## src/rtl/mtimer_multi.sv

```systemverilog
// Multi-hart machine timer: shared 64-bit mtime, per-hart mtimecmp and msip.
// Decodes a 64 KiB window at BASE; read data is registered (one-cycle latency).
module mtimer_multi #(
    parameter int unsigned NUM_HARTS = 1,
    parameter logic [31:0] BASE      = 32'h4400_0000,
    parameter int unsigned DIV       = 1
) (
    input  logic                 clk,
    input  logic                 rstn,
    input  logic                 valid,
    input  logic                 write,
    input  logic [3:0]           wmask,
    input  logic [31:0]          wdata,
    input  logic [31:0]          addr,
    output logic [31:0]          rdata,
    output logic [NUM_HARTS-1:0] irq_timer,
    output logic [NUM_HARTS-1:0] irq_soft
);

    localparam logic [15:0] DivLast = 16'(DIV - 1);

    logic        hit;
    logic [15:0] off;
    logic [13:0] word;
    logic        wr_en;
    logic        sel_msip;
    logic        sel_cmp;
    logic        sel_mtime_lo;
    logic        sel_mtime_hi;
    logic [2:0]  msip_idx;
    logic [2:0]  cmp_idx;
    logic        unused_bits;

    logic [63:0]                 mtime_q, mtime_d;
    logic [15:0]                 presc_q, presc_d;
    logic [NUM_HARTS-1:0][63:0]  cmp_q, cmp_d;
    logic [NUM_HARTS-1:0]        msip_q, msip_d;
    logic [NUM_HARTS-1:0]        irq_timer_q, irq_timer_d;
    logic [31:0]                 rdata_q, rdata_d;

    assign hit          = addr[31:16] == BASE[31:16];
    assign off          = addr[15:0];
    assign word         = off[15:2];
    assign wr_en        = valid & write & hit;
    assign msip_idx     = off[4:2];
    assign cmp_idx      = off[5:3];
    assign sel_msip     = {18'b0, word} < NUM_HARTS;
    assign sel_cmp      = (off[15:14] == 2'b01) && ({21'b0, off[13:3]} < NUM_HARTS);
    assign sel_mtime_lo = word == 14'h2FFE;
    assign sel_mtime_hi = word == 14'h2FFF;
    assign unused_bits  = ^off[1:0];

    function automatic logic [31:0] merge(input logic [31:0] old_val,
                                          input logic [31:0] new_val,
                                          input logic [3:0]  mask);
        logic [31:0] res;
        res = old_val;
        for (int i = 0; i < 4; i++) begin
            if (mask[i]) res[8*i +: 8] = new_val[8*i +: 8];
        end
        return res;
    endfunction

    always_comb begin
        mtime_d = mtime_q;
        presc_d = presc_q;
        cmp_d   = cmp_q;
        msip_d  = msip_q;

        if (presc_q == DivLast) begin
            presc_d = '0;
            mtime_d = mtime_q + 64'd1;
        end else begin
            presc_d = presc_q + 16'd1;
        end

        // An mtime write replaces the increment entirely and restarts the prescaler.
        if (wr_en && sel_mtime_lo) begin
            mtime_d = {mtime_q[63:32], merge(mtime_q[31:0], wdata, wmask)};
            presc_d = '0;
        end
        if (wr_en && sel_mtime_hi) begin
            mtime_d = {merge(mtime_q[63:32], wdata, wmask), mtime_q[31:0]};
            presc_d = '0;
        end

        for (int h = 0; h < NUM_HARTS; h++) begin
            if (wr_en && sel_cmp && cmp_idx == 3'(h)) begin
                if (off[2]) cmp_d[h][63:32] = merge(cmp_q[h][63:32], wdata, wmask);
                else        cmp_d[h][31:0]  = merge(cmp_q[h][31:0], wdata, wmask);
            end
            if (wr_en && sel_msip && msip_idx == 3'(h) && wmask[0]) begin
                msip_d[h] = wdata[0];
            end
        end
    end

    always_comb begin
        irq_timer_d = '0;
        for (int h = 0; h < NUM_HARTS; h++) begin
            irq_timer_d[h] = mtime_q >= cmp_q[h];
        end
    end

    always_comb begin
        rdata_d = 32'hFFFF_FFFF;
        if (hit) begin
            rdata_d = '0;
            for (int h = 0; h < NUM_HARTS; h++) begin
                if (sel_msip && msip_idx == 3'(h)) rdata_d = {31'b0, msip_q[h]};
                if (sel_cmp && cmp_idx == 3'(h)) begin
                    rdata_d = off[2] ? cmp_q[h][63:32] : cmp_q[h][31:0];
                end
            end
            if (sel_mtime_lo) rdata_d = mtime_q[31:0];
            if (sel_mtime_hi) rdata_d = mtime_q[63:32];
        end
    end

    always_ff @(posedge clk) begin
        if (!rstn) begin
            mtime_q     <= '0;
            presc_q     <= '0;
            cmp_q       <= '1;
            msip_q      <= '0;
            irq_timer_q <= '0;
            rdata_q     <= '0;
        end else begin
            mtime_q     <= mtime_d;
            presc_q     <= presc_d;
            cmp_q       <= cmp_d;
            msip_q      <= msip_d;
            irq_timer_q <= irq_timer_d;
            rdata_q     <= rdata_d;
        end
    end

    assign rdata     = rdata_q;
    assign irq_timer = irq_timer_q;
    assign irq_soft  = msip_q;

endmodule

```

## config.mk

```make
export PLATFORM = sky130hd
export DESIGN_NAME = mtimer_multi
export DESIGN_NICKNAME = d
export VERILOG_FILES = /design/src/rtl/mtimer_multi.sv
export SDC_FILE = /design/constraint.sdc
export NUM_CORES = 1
export LEC_CHECK = 0
export ABC_AREA = 1
export CAP_MARGIN = 20
export CORE_MARGIN = 10
export CORE_UTILIZATION = 56
export CTS_CLUSTER_SIZE = 25
export DETAILED_ROUTE_END_ITERATION = 8
export PLACE_DENSITY = 0.78
export SYNTH_ARGS = -nofsm -noshare
export SYNTH_HDL_FRONTEND = slang
export SYNTH_SLANG_ARGS = --single-unit
```

## constraint.sdc

```tcl
create_clock -name clk -period 2.15 [get_ports clk]
set_input_delay 0.215 -clock clk [delete_from_list [all_inputs] [get_ports clk]]
set_output_delay 0.215 -clock clk [all_outputs]
set_load 0.02 [all_outputs]
```

==> results.yml, run 1 <==
cts:
  cts_tree: "done"
  cts.htree.levels: 4
  insertion_delay_ps: 450
  numCtsBuffers: 17
  clockBufferDepth: 2
  clockRootBuffer: "clkbuf_16"
  cts.sinks: 178
  path_clk_slew_ps: 80
finish:
  finalNonFillerCells: 2492
  multi_input_area_mm2: 0.00769
  syn_to_final_growth_pct: 24.8
  layout-drive-gt1-share: 0.113
  n_fill_cell: 1951
  nets: 2338
  post-route-util: 0.709
  n_antenna_cell: 0
  register_area_mm2: 0.00357
critical_path:
  cp_slowest_cell: "dfxtp_1"
  cp_max_fo: 6
  crit_required_ps: 2500
  end_kind: "flip-flop"
  cpMostUsedCell: "nand2_1"
  path_delay_family: "simple AND/OR/NAND/NOR gates"
  max_stage_delay_ps: 460
  setup.worst_path.class: "reg2reg"
  start_kind: "flip-flop"
  cp_data_arrival_time_ps: 2410
  cp_num_buf_inv: 3
  path_cells: "buf_4 -> ha_1 -> nand2_1 -> nor2_1 -> nand2_1 -> inv_1 -> a21oi_1 -> nand2_1 -> nand2_1 -> nand3_1 -> nand2_1 -> inv_1"
place:
  place_inst: 2459
  port_buffers: 103
  place_congestion: 1.06
  hpwlAfterDp_um: 37100
die:
  die_width_um: 169
  dieArea_mm2: 0.0284
  initial_utilization: 0.568
  die_h_um: 169
  core_mm2: 0.0218
  pin_count: 106
  rows: 54
yosys:
  syn_area_mm2: 0.0124
  syn_inst: 1991
  yosysMostFrequentCell: "nand2_1"
  yosys.area.top_type: "dfxtp_1"
  synthTopCellsByArea: "dfxtp_1 (29%), nand2_1 (21%), nor2_1 (8.3%)"
  synth.top_cell.area_share: 0.288
  synth-edff-count: 0
  synth_ff_type: "dfxtp_1"
  ys_warn_count: 0
  ys_types: 44
  syn_nets: 2130
  syn_avg_cell_area_um2: 6.21
  ys_async_sr_fraction: 0
  ys_ff_latch: 178
  synthTopCellsByCount: "nand2_1 (681), nor2_1 (275), inv_1 (224)"
  ys_seq_area_frac: 0.288
global_routing:
  antenna_found_initial: 1
  grt_max_degree: 47
  use_met3: 0.0602
  grt_overflow: 0
  grt-busiest-layer: "met2"
  grtUsageTotal: 0.322
  grt_util_met1: 0.409
  grt_pass1_wl_um: 72900
  use_met2: 0.517
  grt_pass1_vias: 13500
hold_path:
  min_path_type: "in2reg"
pwr:
  irDropWorstVdd_v: 0.000359
  finalPower_mw: 7.10
  power.density_mw_per_mm2: 460
  power.leakage_nw: 7.54
sta:
  setup_viol: 0
  tns_ps: 0
  fmax_ghz: 0.486
  relSlewSlack: 0.627
  post-route-period-util: 0.957
  slew_violations: 0
  finalClockSkew_ps: 16.0
  timing.final.crit_period_ps: 2060
  hold_violations: 0
  tightest_slew_ps: 559
  rsz0062_at_grt: "no"
route:
  routedWlPerCell_um: 19.0
  first_iter_violations: 1561
  drt_pass1_iterations: 6
  ant_nets: 0
  vias: 14300
  totalWireLength_um: 47300
  vias_per_cell: 5.75
  drc_errors: 0
run_status:
  status: "completed"
job:
  cap_violations: 0
==> registers in the layout (all words and copies together) (netlist names) <==
register / count
presc_q: 16
mtime_q: 64
irq_soft: 1
rdata: 32
irq_timer: 1
cmp_q: 64
==> through the flow <==
step	hold WS, ps	area [um^2]	setup slack [ps]
3_5_place_dp	463	14800	-134
6_report	180	15400	91.4
3_3_place_gp	458	14800	-41.6
5_1_grt	167	15400	4.22
4_1_cts	157	15400	64.2
2_1_floorplan	392	12400	346
==> metal layers <==
layer  routed length, um  part of all wire
met1               19000              0.40
met2               21400              0.45
met3                4720              0.10
met4                2140             0.045
met5                   7           0.00015
==> cells in the final DEF (no fill, tap or decap), types with 4 or more instances in the layout <==
master           netlist  final
o211ai_1              91     91
nand3b_1               5      5
xnor2_1               19     19
nor3_1                26     24
nand3_1              102    102
clkbuf_16              0     17
buf_12                 0     18
a21oi_1               68     68
o21ai_1                6      5
inv_8                  0      6
nor2_4                 8     10
nand3_2               11     11
xor2_1                 8      8
nand2_2                3      5
nor2_2                 8     16
inv_1                224    224
dfxtp_1              178    174
clkdlybuf4s50_1        0    101
nand4_1               29     29
nand2_1              681    679
o21ai_0               50     50
ha_1                  67     67
dfxtp_2                0      4
inv_6                  0      4
inv_2                  7      8
a41oi_1               30     30
nor2_1               275    265
buf_4                  5    130
nor4_1                 4      4
==> logic make-up after synthesis <==
logic type,synth area share
adders and majority gates,0.0678
buffers and inverters,0.0942
muxes,0.000810
and+or+nand+nor,0.398
DFF,0.288
AOI/OAI and AO/OA,0.132
xor gates and xnor gates,0.0191
==> power breakdown <==
group	switching [mW]	internal, mW	leakage (nW)
clock	1.63	1.57	0.287
sequential	0.0138	3.33	1.45
combinational	0.318	0.240	5.80
total	1.96	5.14	7.54
==> worst register-to-register path: cells and delay by family (launching register included) <==
kind	cells	cell delay [ps]
adders and majority gates	1	230
DFF	1	460
and+or+nand+nor	7	660
buffers and inverters	3	300
AOI/OAI and AO/OA	1	330
==> worst paths after layout <==
check                                start                     end  slack, ps  cells after the start
hold / removal                        rstn  cmp_q[34]$_SDFFE_PN1P_        180                      2
setup reg to reg  mtime_q[26]$_SDFFE_PN0P_    irq_timer$_SDFF_PN0_         90                     12
hold reg to reg     cmp_q[39]$_SDFFE_PN1P_  cmp_q[39]$_SDFFE_PN1P_        480                      2
setup / recovery  mtime_q[26]$_SDFFE_PN0P_    irq_timer$_SDFF_PN0_         90                     12
==> area by class of cell <==
cell class | count | area share
clock inverters | 14 | 0.00990
flip-flops and latches | 178 | 0.231
clock buffers | 18 | 0.0278
inverters | 234 | 0.0569
multi-input cells | 1518 | 0.499
repair buffers | 250 | 0.152
well taps | 280 | 0.0227
==> repair_timing <==
action                                  CTS  global route
resized for setup                         0            21
endpoints found under the setup margin    0            26
buffers inserted                          0             1
hold buffers                              0             0
(Power assumes the default switching activity.)
==> inputs of run 2 (changes only) <==
--- a/config.mk
+++ b/config.mk
@@ -9,9 +9,12 @@
 export CAP_MARGIN = 20
 export CORE_MARGIN = 10
 export CORE_UTILIZATION = 56
+export CTS_BUF_LIST = sky130_fd_sc_hd__clkbuf_4 sky130_fd_sc_hd__clkbuf_8
 export CTS_CLUSTER_SIZE = 25
 export DETAILED_ROUTE_END_ITERATION = 8
+export GPL_TIMING_DRIVEN = 0
 export PLACE_DENSITY = 0.78
 export SYNTH_ARGS = -nofsm -noshare
 export SYNTH_HDL_FRONTEND = slang
 export SYNTH_SLANG_ARGS = --single-unit
+export TNS_END_PERCENT = 20
==> run 2 against run 1 <==
  * Register-to-register slack got worse by 90 ps
  * Clock skew rose by 7.6 ps
  * Worst hold slack gained 120 ps
  * Cell area is 6.6% lower
  * Critical endpoint unchanged
==> results.yml, run 2 (synthesis gave the netlist of run 1 again) <==
critical_path:
  cp_max_fo: 6
  end_kind: "flip-flop"
  cp_slowest_cell: "dfxtp_1"
  setup.worst_path.class: "reg2reg"
  crit_required_ps: 2600
  path_cells: "ha_1 -> nand2_1 -> nor2_1 -> nand2_1 -> nor2_1 -> and3b_1 -> nand2_1 -> nand3_1 -> nand2_1 -> inv_1"
  rrSetupSlack_ps: 2
  setup.worst_path.end: "irq_timer$_SDFF_PN0_"
  rr_startpoint: "mtime_q[31]$_SDFFE_PN0P_"
  max_stage_delay_ps: 610
  crit_start: "mtime_q[31]$_SDFFE_PN0P_"
  cp_data_arrival_time_ps: 2600
  cpMostUsedCell: "nand2_1"
  start_kind: "flip-flop"
  rr_worst_depth: 10
  timing.rr.end: "irq_timer$_SDFF_PN0_"
pwr:
  pwr-share-seq: 0.530
  switching_power_mw: 1.91
  combinationalPowerShare: 0.091
  switching_share: 0.302
  irDropWorstVdd_v: 0.000355
  power.density_mw_per_mm2: 439
  clockPowerShare: 0.379
  intPower_mw: 4.42
  power.leakage_nw: 6.87
sta:
  tightest_slew_ps: 965
  setup_viol: 0
  rsz0062_at_grt: "yes"
  relSlewSlack: 0.357
  finalClockSkew_ps: 23.6
  fmax_ghz: 0.465
  hold_violations: 0
  post-route-period-util: 0.999
  slew_violations: 0
  timing.final.crit_period_ps: 2150
  tns_ps: 0
global_routing:
  antenna_found_initial: 0
  grt_max_degree: 19
  grtUsageTotal: 0.341
  grt_pass1_wl_um: 75500
  grt_pass1_vias: 13100
  grt_overflow: 0
die:
  dieArea_mm2: 0.0284
  pin_count: 106
  die_h_um: 169
  initial_utilization: 0.568
  core_mm2: 0.0218
  rows: 54
  die_width_um: 169
job:
  cap_violations: 0
route:
  totalWireLength_um: 50400
  ant_nets: 0
  vias_per_cell: 5.90
  first_iter_violations: 2099
  drc_errors: 0
  routedWlPerCell_um: 20.9
  vias: 14300
  drt_pass1_iterations: 6
finish:
  fin_area_mm2: 0.0144
  layout-drive-gt1-share: 0.0838
  final_cell_mix: "nand2_1 (676), nor2_1 (260), inv_1 (222), dfxtp_1 (148), clkdlybuf4s50_1 (102)"
  n_antenna_cell: 0
  nets: 2262
  final_common_cell: "nand2_1"
  n_fill_cell: 2062
  syn_to_final_growth_pct: 16.6
hold_path:
  min_path_type: "in2reg"
cts:
  clockBufferDepth: 2
  cts.sinks: 178
  insertion_delay_ps: 490
  path_clk_slew_ps: 120
  clockRootBuffer: "clkbuf_8"
  cts_tree: "done"
  cts.htree.levels: 4
  numCtsBuffers: 17
run_status:
  status: "completed"
place:
  place_congestion: 1.07
  port_buffers: 102
  placed_cell_area_mm2: 0.0137
  hpwlAfterDp_um: 40300
-- run 2: cell types whose count changed in the layout (fill, tap and decap cells not counted), moves of 4 or more --
cell	delta
clkbuf_16	-17
buf_12	-17
clkbuf_8	+17
nand3_1	-4
nor2_4	+4
nor2_1	-5
buf_4	-117
dfxtp_2	+24
clkbuf_1	+25
buf_1	+7
dfxtp_1	-26
buf_2	+18
-- run 2: power by group through the flow --
stage	clock network [mW]	logic [mW]	registers, mW
2_1_floorplan	0	0.162	3.46
3_3_place_gp	0	0.543	3.42
3_5_place_dp	0	0.547	3.43
4_1_cts	2.37	0.551	3.35
5_1_grt	2.49	0.600	3.35
6_report	2.40	0.577	3.35
-- run 2: worst max-delay path, delay by kind of cell (launching register included) --
kind	cells	cell delay, ps
adders and majority gates	1	230
buffers and inverters	1	90
DFF	1	610
and+or+nand+nor	8	1180
-- run 2: layout make-up --
cell class / instances / area, um^2 / share of cell area
Clock inverter: 14 / 146 / 0.0102
Inverter: 234 / 881 / 0.0611
Timing Repair Buffer: 113 / 1120 / 0.0775
Buffer: 61 / 292 / 0.0202
Tap cell: 280 / 350 / 0.0243
Clock buffer: 17 / 234 / 0.0162
Sequential cell: 178 / 3610 / 0.250
Multi-Input combinational cell: 1518 / 7790 / 0.540
-- run 2: stage by stage --
| step | utilization | std cells | hold WS (ps) | total power [mW] | setup WS (ps) |
|---|---|---|---|---|---|
| floorplan | - | 1991 | 392 | 3.63 | 346 |
| global placement | 0.631 | 2373 | 456 | 3.97 | -542 |
| detailed placement | 0.632 | 2374 | 462 | 3.97 | -611 |
| CTS | 0.653 | 2409 | 266 | 6.27 | 0.136 |
| global route | 0.663 | 2415 | 305 | 6.44 | -18.1 |
| finish | 0.663 | 2415 | 297 | 6.33 | 1.55 |
-- run 2: how the worst min path moves through the flow --
stage | cells after the start | start | slack (ps) | endpoint
finish | 4 | addr[2] | 300 | cmp_q[55]$_SDFFE_PN1P_
global route | 4 | addr[2] | 310 | cmp_q[55]$_SDFFE_PN1P_
CTS | 4 | addr[2] | 270 | cmp_q[55]$_SDFFE_PN1P_
detailed placement | 2 | cmp_q[56]$_SDFFE_PN1P_ | 460 | cmp_q[56]$_SDFFE_PN1P_
global placement | 1 | presc_q[0]$_SDFF_PP0_ | 460 | presc_q[0]$_SDFF_PP0_
floorplan | 2 | rstn | 390 | rdata[0]$_SDFF_PN0_
-- run 2: what timing repair did --
action	4_1_cts	5_1_grt
gates resized for setup	16	64
setup buffers	4	6
hold buffers	0	0
setup endpoints to repair	45	57
pin swaps	3	8
-- run 2: per-layer routing --
layer | routed length, um | GRT usage | vias up | part of all wire
met4 | 2450 | 0.151 | 0 | 0.049
met2 | 22000 | 0.532 | 851 | 0.44
met3 | 6230 | 0.0848 | 161 | 0.12
met5 | 0 | 0 | - | 0
met1 | 19800 | 0.436 | 6537 | 0.39
li1 | - | - | 6709 | -
